===== config.mk =====
export PLATFORM = sky130hd
export DESIGN_NAME = gin_id_cfg_ctrl
export DESIGN_NICKNAME = d
export VERILOG_FILES = /design/src/rtl/gin_id_cfg_ctrl.sv
export SDC_FILE = /design/constraint.sdc
export NUM_CORES = 1
export LEC_CHECK = 0
export CORE_UTILIZATION = 47
export DETAILED_ROUTE_END_ITERATION = 6
export GPL_ROUTABILITY_DRIVEN = 0
export PLACE_DENSITY_LB_ADDON = 0.12
export SYNTH_ARGS = -nofsm -noshare
export SYNTH_HDL_FRONTEND = slang
export SYNTH_SLANG_ARGS = --single-unit

===== constraint.sdc =====
create_clock -name clk -period 2 [get_ports clk]
set_input_delay 0.6 -clock clk [delete_from_list [all_inputs] [get_ports clk]]
set_output_delay 0.6 -clock clk [all_outputs]
set_load 0.01 [all_outputs]

===== src/rtl/gin_id_cfg_ctrl.sv =====
// ID-table sequencer for one GIN bus scan chain: host-written table, shifted into the chain on start.
// Optional readback pass enabled by defining GIN_CFG_VERIFY_EN.
module gin_id_cfg_ctrl #(
    parameter int NUMS_SLAVE = 4,
    parameter int ID_SIZE    = 4
) (
    input  logic                          clk,
    input  logic                          rst,
    input  logic                          cfg_we,
    input  logic [$clog2(NUMS_SLAVE)-1:0] cfg_addr,
    input  logic [ID_SIZE-1:0]            cfg_wdata,
    input  logic                          start,
    output logic                          busy,
    output logic                          done,
    output logic                          verify_err,
    output logic                          bus_hold,
    output logic                          set_id,
    output logic [ID_SIZE-1:0]            ID_scan_in,
    input  logic [ID_SIZE-1:0]            ID_scan_out
);

    localparam int CW = $clog2(NUMS_SLAVE);
    localparam logic [CW-1:0] CNT_MAX = CW'(NUMS_SLAVE - 1);

    typedef enum logic [1:0] {
        S_IDLE   = 2'd0,
        S_SHIFT  = 2'd1,
        S_VERIFY = 2'd2,
        S_FIN    = 2'd3
    } state_t;

    state_t              state_q, state_d;
    logic [CW-1:0]       cnt_q, cnt_d;
    logic [ID_SIZE-1:0]  id_tab [NUMS_SLAVE];
    logic                addr_ok;
    logic                wr_ok;
    logic                shifting_d;
    logic [ID_SIZE-1:0]  scan_d;

    generate
        if ((2 ** CW) == NUMS_SLAVE) begin : g_addr_full
            assign addr_ok = 1'b1;
        end else begin : g_addr_chk
            assign addr_ok = ({1'b0, cfg_addr} < (CW + 1)'(NUMS_SLAVE));
        end
    endgenerate

    assign wr_ok = cfg_we && addr_ok && (state_q == S_IDLE);

    // Table has no reset: the host's contents survive rst so a re-start reloads them.
    always_ff @(posedge clk) begin
        if (wr_ok) begin
            id_tab[cfg_addr] <= cfg_wdata;
        end
    end

    always_comb begin
        state_d = state_q;
        cnt_d   = cnt_q;
        case (state_q)
            S_IDLE: begin
                if (start) begin
                    state_d = S_SHIFT;
                    cnt_d   = CNT_MAX;
                end
            end
            S_SHIFT: begin
                if (cnt_q == '0) begin
`ifdef GIN_CFG_VERIFY_EN
                    state_d = S_VERIFY;
                    cnt_d   = CNT_MAX;
`else
                    state_d = S_FIN;
`endif
                end else begin
                    cnt_d = cnt_q - 1'b1;
                end
            end
            S_VERIFY: begin
                if (cnt_q == '0) begin
                    state_d = S_FIN;
                end else begin
                    cnt_d = cnt_q - 1'b1;
                end
            end
            S_FIN: begin
                state_d = S_IDLE;
            end
            default: begin
                state_d = S_IDLE;
            end
        endcase
    end

    assign shifting_d = (state_d == S_SHIFT) || (state_d == S_VERIFY);

    // A write landing on the start edge must be seen by the first shift, so forward it.
    always_comb begin
        scan_d = id_tab[cnt_d];
        if (wr_ok && (cfg_addr == cnt_d)) begin
            scan_d = cfg_wdata;
        end
    end

    always_ff @(posedge clk) begin
        if (rst) begin
            state_q    <= S_IDLE;
            cnt_q      <= '0;
            set_id     <= 1'b0;
            ID_scan_in <= '0;
            busy       <= 1'b0;
            done       <= 1'b0;
        end else begin
            state_q    <= state_d;
            cnt_q      <= cnt_d;
            set_id     <= shifting_d;
            ID_scan_in <= shifting_d ? scan_d : '0;
            busy       <= shifting_d;
            done       <= (state_d == S_FIN);
        end
    end

    assign bus_hold = busy;

`ifdef GIN_CFG_VERIFY_EN
    // In VERIFY the last stage presents table[cnt] while that same value is re-shifted in.
    always_ff @(posedge clk) begin
        if (rst) begin
            verify_err <= 1'b0;
        end else if ((state_q == S_IDLE) && start) begin
            verify_err <= 1'b0;
        end else if ((state_q == S_VERIFY) && (ID_scan_out != id_tab[cnt_q])) begin
            verify_err <= 1'b1;
        end
    end
`else
    logic unused_scan_out;
    assign unused_scan_out = ^ID_scan_out;
    assign verify_err      = 1'b0;
`endif

endmodule


### Word-level counts from Yosys, hierarchy flattened

Memory sizes are Yosys's and may differ from the RTL's. A register that Yosys moved wholly into a read port is not among the register bits.
Index checks and enable logic that the tools add are counted.

* register bits after elaboration: 6
* memory bits (writable): 16
* input bits: 14
* output and inout bits: 9
* word-level logic and storage cells: 27
* memories kept: 1

Memories
* id_tab: depth 4, width 4, read ports 1, clocked after Yosys merged registers in 1, wr ports 1, RTL line 34 `logic [ID_SIZE-1:0] id_tab [NUMS_SLAVE];`

* add/sub/neg operators: 1
* equality and inequality tests: 6
* mux-type cells: 8
* bitwise logic cells: 1
* reductions and logical operators: 6

Operator list (count)
* $eq A2 B2 Y1 const B: 4
* $mux W2: 4
* $pmux W2 S3: 1
* $eq A2 B1 Y1 const B: 2
* $logic_not A2 Y1: 2
* $pmux W2 S2: 1
* $reduce_or A2 Y1: 2
* $mux W1: 2
* $sub A2 B1 Y2 const B: 1
* $logic_and A1 B1 Y1: 1
* $logic_or A1 B1 Y1: 1
* $not A1 Y1: 1

### Logic depth before layout (Yosys ltp)

Gate-level depths: netlist of the first run.

* depth in word-level cells: 7
* mapped depth: 11

### Worst setup path before layout of the first run

OpenSTA, ideal clock, no wires.

* path type: flip-flop to flip-flop
* from: reg state_q[1]
* to: reg ID_scan_in[0] (read register of id_tab)
* setup time: 0.070 ns
* data arrival time: 1.717 ns
* data required time: 1.930 ns
* setup slack: 0.214 ns
* stages on the path, launching flop included: 8
* buffers on the path: 0
* path through: dfxtp_1 inv_1 ha_1 nand2_1 o311a_2 and2_2 or2_4 a21oi_1

* longest elaborated chain between the ends: 7
* elaborated cells on any way between the ends: 14

Ends and longest elaborated chain
* start, declared: RTL line 32 `state_t state_q, state_d;`
* start signal, assigned: RTL line 114 `state_q <= state_d;`
* $eq A2 B2 Y1 / $eq A2 B1 Y1 (equally long branches): RTL line 60 `case (state_q)`
* $reduce_or A2 Y1 (no line)
* $pmux W2 S3: RTL line 60
* $eq A2 B1 Y1 / $eq A2 B2 Y1 (equally long branches): RTL line 95 `assign shifting_d = (state_d == S_SHIFT) || (state_d == S_VERIFY);`
* $logic_or A1 B1 Y1: RTL line 95
* $not A1 Y1 (no line)
* $reduce_or A2 Y1 (no line)
* end, declared: RTL line 18 `output logic [ID_SIZE-1:0] ID_scan_in,`

Parallel ways exist; a longest one is shown, timed or not.
A chain may end at the register's enable or synchronous reset.

### Worst setup path after layout of the first run

* from: reg state_q[1]
* to: reg ID_scan_in[2] (read register of id_tab)

The elaborated chain is that of the path after synthesis.

==> impl_metrics.tcl, run 1 <==
set metrics [dict create \
    status "finished, final reports clean" \
    port_buffers 17 \
    grt_pass1_wl_um 3460 \
    row_count 17 \
    clk_pin_slew_ns 0.14 \
    die_area_um2 2670 \
    wl_per_cell_um 14.7 \
    cts_hold_buf 0 \
    antenna-diode-count 0 \
    grt_usage_pct 18.3 \
    pre_cts_ws_ns -0.399 \
    synthesis.area_um2 1160 \
    synth-seq-cells 26 \
    max_freq_ghz 0.532 \
    ir_worst_vdd_v 0.000766 \
    post_route_cells_drive_above_1_share_pct 29.8 \
    cts_root_buf "clkbuf_4" \
    synth.top_cell.area_share_pct 41.4 \
    synth_cell_types 29 \
    fin_setup_tns_ns 0 \
    synthCells 93 \
    cts_buffer_depth 2 \
    grt_antenna_before_repair 0 \
    first_global_vias 779 \
    yosysMostFrequentCell "edfxtp_1" \
    initial_utilization_pct 51.0 \
    hpwl_um 1590 \
    crit_path_top_delay_cell "dfxtp_2" \
    viasPerCell 5.55 \
    crit_buf_inv 2 \
    path_class "flip-flop to flip-flop" \
    cts.sinks 26 \
    clk-insertion-delay-late_ns 0.32 \
    cap_violations 0 \
    finalSetupViolCount 0 \
    hold_violations 0 \
    yosys_warnings 0 \
    io_pins 23 \
    holdWs_ns 0.650 \
    synth_ff_type "edfxtp_1" \
    drtPass1Iterations 4 \
    finalPower_uw 1990 \
    crit_fanout 6 \
    crit_required_ns 2.23 \
    core_area_um2 2280 \
    cts-buffers-inserted 3 \
    clock_skew_ns 0.00240 \
    drc 0 \
    syn2layout_area_growth_pct 33.1 \
    netlist_top_cells_count "edfxtp_1, dfxtp_1, mux2i_1" \
    syn_area_per_cell_um2 12.5 \
    yosysSeqAreaShare_pct 58.6 \
    synth_edf_count 16 \
    synth_top_area_cell "edfxtp_1" \
    htreeDepth 1 \
    max_stage_delay_ns 0.35 \
    hp-class "flip-flop to flip-flop" \
    p_per_area_nw_per_um2 1290 \
    reg2reg_setup_slack_ns 0.12 \
    fin_ws_ns 0.122 \
    worstPathCellList "buf_4 > ha_2 > nor2b_1 > or3_1 > a211o_1 > buf_4 > o31ai_2 > a21oi_1" \
    p_leak_uw 0.000600 \
    arrival_ns 2.11 \
    nets 142 \
    fp.dieH_um 51.7 \
    crit_path_end_kind "flip-flop" \
    dieWidth_um 51.7 \
    first_iter_violations 17 \
    grt_max_degree 16 \
    crit_top_cell "buf_4" \
    critPathLaunchType "flip-flop" \
    fillers 187 \
    async_flop_share_pct 0 \
    ant_nets 0 \
    fin_crit_sh_pct 93.9 \
    crit_family "compound AO/OA/AOI/OAI gates" \
    rsz0062_at_grt "false" \
    grt_overflow 0 \
    routed_wl_um 2240 \
    vias 843 \
    synth_nets 110 \
    cts_tree "yes" \
    synthTopCellsByArea "edfxtp_1, dfxtp_1, mux2i_1" \
    slew_violations 0 \
    fin_crit_ns 1.88 \
]
==> per-stage QoR <==
| stage | util, % | std cells | cell area (um2) |
|---|---|---|---|
| final | 67.9 | 152 | 1550 |
| after floorplan | - | 93 | 1160 |
| after global routing | 67.9 | 152 | 1550 |
| after CTS | 65.3 | 151 | 1490 |
| after global placement | 62.5 | 145 | 1420 |
| after detailed placement | 62.5 | 145 | 1420 |
==> area by class of cell <==
class / count / area [um2] / area share [%]
clock buffer: 4 / 47.5 / 3.08
inverter: 4 / 15.0 / 0.972
multi-input combinational: 58 / 479 / 31.0
sequential: 26 / 683 / 44.2
tap: 28 / 35.0 / 2.27
timing repair buffer: 32 / 285 / 18.5
==> logic make-up (layout without fill, tap and decap cells) <==
logic type | after synthesis | in the layout | share of synthesized area, %
other | 1 | 1 | 0.323
and+or+nand+nor | 21 | 21 | 10.8
buffers and inverters | 9 | 40 | 4.31
adders and majority gates | 3 | 3 | 3.23
AOI/OAI and AO/OA | 21 | 21 | 12.0
muxes | 12 | 12 | 10.8
DFF | 26 | 26 | 58.6
==> state kept, by name, summed over array words and instances (netlist names) <==
| register | flops |
|---|---|
| ID_scan_in | 4 |
| cnt_q | 2 |
| done | 1 |
| id_tab | 16 |
| set_id | 1 |
| state_q | 2 |
==> path summary, 6_finish.rpt <==
kind,to,depth (start not counted),from
worst min register to register,state_q[0],3,state_q[0]
worst max-delay path,ID_scan_in[2],8,state_q[1]
worst max register to register,ID_scan_in[2],8,state_q[1]
worst min-delay path,state_q[0],3,state_q[0]
==> routing by layer <==
layer	share of wire, %	vias to the layer above	wire length (um)	global-route usage (%)
li1	-	403	-	-
met1	42	407	938	21.7
met2	53	24	1180	32.3
met3	3.6	9	81	3.80
met4	1.9	0	43	6.76
met5	0	-	0	0
==> tightest hold or removal path: stages, from the launching register on <==
cell and delay (ns):
dfxtp_2 0.35, inv_2 0.07, a21oi_1 0.08, nor2b_1 0.13
==> layout by cell type (no fill, tap or decap), types with 4 or more instances in the layout <==
cell type and n:
mux2i_1 8, mux2_2 4, nor2b_1 6, buf_4 15, dfxtp_1 8, clkdlybuf4s50_1 16
edfxtp_1 16, a21oi_1 4
==> repair_timing <==
action / 4_1_cts / 5_1_grt
setup endpoints to repair: 4 / 4
gates resized for setup: 1 / 15
pin swaps: 2 / 2
setup buffers: 2 / 1
hold endpoints to repair: 0 / 0
==> power by group <==
part / switching, uW / total [uW] / leakage, uW / internal, uW
sequential: 51.4 / 725 / 0.000229 / 674
clock: 158 / 310 / 0.0000261 / 153
combinational: 432 / 955 / 0.000344 / 523
No activity file was read; power rests on OpenSTA's default activity.
==> run 2, diff against run 1 <==
--- a/config.mk
+++ b/config.mk
@@ -5,7 +5,7 @@
 export SDC_FILE = /design/constraint.sdc
 export NUM_CORES = 1
 export LEC_CHECK = 0
-export CORE_UTILIZATION = 47
+export CORE_UTILIZATION = 46
 export DETAILED_ROUTE_END_ITERATION = 6
 export GPL_ROUTABILITY_DRIVEN = 0
 export PLACE_DENSITY_LB_ADDON = 0.12
==> impl_metrics.tcl, run 2 (same netlist as run 1, synthesis figures left out) <==
set metrics [dict create \
    status "finished, final reports clean" \
    clk_pin_slew_ns 0.12 \
    clk-insertion-delay-late_ns 0.31 \
    hold_violations 0 \
    fp.dieH_um 52.2 \
    grt_antenna_before_repair 0 \
    largest_reg_flops 16 \
    max_freq_ghz 0.536 \
    cts_root_buf "clkbuf_4" \
    routed_wl_um 2050 \
    fin_ws_ns 0.134 \
    cts_tree "yes" \
    reg2reg_to "ID_scan_in[1]" \
    p_per_area_nw_per_um2 1250 \
    crit_path_end_kind "flip-flop" \
    grt_max_degree 15 \
    hpwl_um 1510 \
    rr_startpoint "state_q[0]" \
    layout_common_cells "edfxtp_1, clkdlybuf4s50_1, buf_4" \
    port_buffers 17 \
    cts-buffers-inserted 3 \
    worst_r2r_path_depth 8 \
    ant_nets 0 \
    hp-class "flip-flop to flip-flop" \
    crit_fanout 7 \
    ir_worst_vdd_v 0.000619 \
    clock_skew_ns 0.00459 \
    final_cell_area_um2 1460 \
    arrival_ns 2.11 \
    initial_utilization_pct 50.5 \
    path_class "flip-flop to flip-flop" \
    fin_crit_sh_pct 93.3 \
    vias 777 \
    nets 137 \
    viasPerCell 5.29 \
    drc 0 \
    antenna-diode-count 0 \
    cts.sinks 26 \
    cp-startpoint "state_q[0]" \
    syn2layout_area_growth_pct 26.0 \
    reg.largest.list "id_tab: 16 flops, ID_scan_in: 4 flops" \
    rsz0062_at_grt "false" \
    drtPass1Iterations 4 \
    slew_violations 0 \
    grt_overflow 0 \
    first_iter_violations 15 \
    reg2reg_setup_slack_ns 0.13 \
    critPathLaunchType "flip-flop" \
    pre_cts_ws_ns -0.371 \
    p_leak_uw 0.000563 \
    grt_usage_pct 18.0 \
    core_area_um2 2300 \
    cts_buffer_depth 2 \
    crit_required_ns 2.25 \
    placed_cell_area_um2 1400 \
    first_global_vias 728 \
    worstHoldPathCells 2 \
    min_from "cnt_q[0]" \
    largest-register "id_tab" \
    row_count 17 \
    die_area_um2 2730 \
    post_route_cells_drive_above_1_share_pct 22.7 \
    dieWidth_um 52.2 \
    fin_crit_ns 1.87 \
    wl_per_cell_um 14.0 \
    finalSetupViolCount 0 \
    io_pins 23 \
    holdPathEnd "state_q[1]" \
    grt_pass1_wl_um 3330 \
    htreeDepth 1 \
    cap_violations 0 \
]
run 2: where the power goes:
group / leakage, uW / internal (uW) / total (uW) / switching, uW
sequential: 0.000229 / 674 / 726 / 52.3
combinational: 0.000319 / 488 / 893 / 405
clock: 0.0000150 / 77.8 / 215 / 137
run 2: repair_timing:
action / 4_1_cts / 5_1_grt
buffers inserted: 0 / 1
hold buffers: 0 / 0
pin swaps: 1 / 3
setup endpoints to repair: 4 / 4
resized for setup: 4 / 6
run 2: cell type report:
| class | instances | area (um2) |
|---|---|---|
| Sequential cell | 26 | 683 |
| Fill cell | 198 | 835 |
| Multi-Input combinational cell | 58 | 459 |
| Tap cell | 28 | 35.0 |
| Inverter | 4 | 15.0 |
| Timing Repair Buffer | 27 | 244 |
| Clock buffer | 4 | 26.3 |
run 2: routing by layer:
metal	global-route usage, %	share of wire (%)
met1	22.6	46
met2	29.9	50
met3	4.35	3.4
met4	6.58	0.54
met5	0	0
run 2: critical path, stage by stage, from the launching register on:
cell and delay [ns]:
dfxtp_2 0.36, inv_1 0.07, ha_4 0.18, buf_4 0.14, a22oi_1 0.12, o311ai_0 0.15, a211o_1 0.39, or2_4 0.28
a21oi_1 0.12
run 2: how the worst max path moves through the flow:
stage / end / cells after the start
after floorplan: ID_scan_in[0] / 7
final: ID_scan_in[1] / 8
after global routing: ID_scan_in[2] / 11
after CTS: ID_scan_in[3] / 11
after detailed placement: ID_scan_in[3] / 6
after global placement: ID_scan_in[0] / 6
run 2: through the flow:
stage	setup TNS, ns	hold slack (ns)	util, %	power [uW]	instances
floorplan	0	0.580	-	1260	93
global placement	-1.55	0.616	60.9	1520	142
detailed placement	-1.70	0.623	60.9	1550	142
CTS	0	0.658	62.4	1780	146
global route	0	0.724	63.7	1950	147
finish	0	0.693	63.7	1830	147
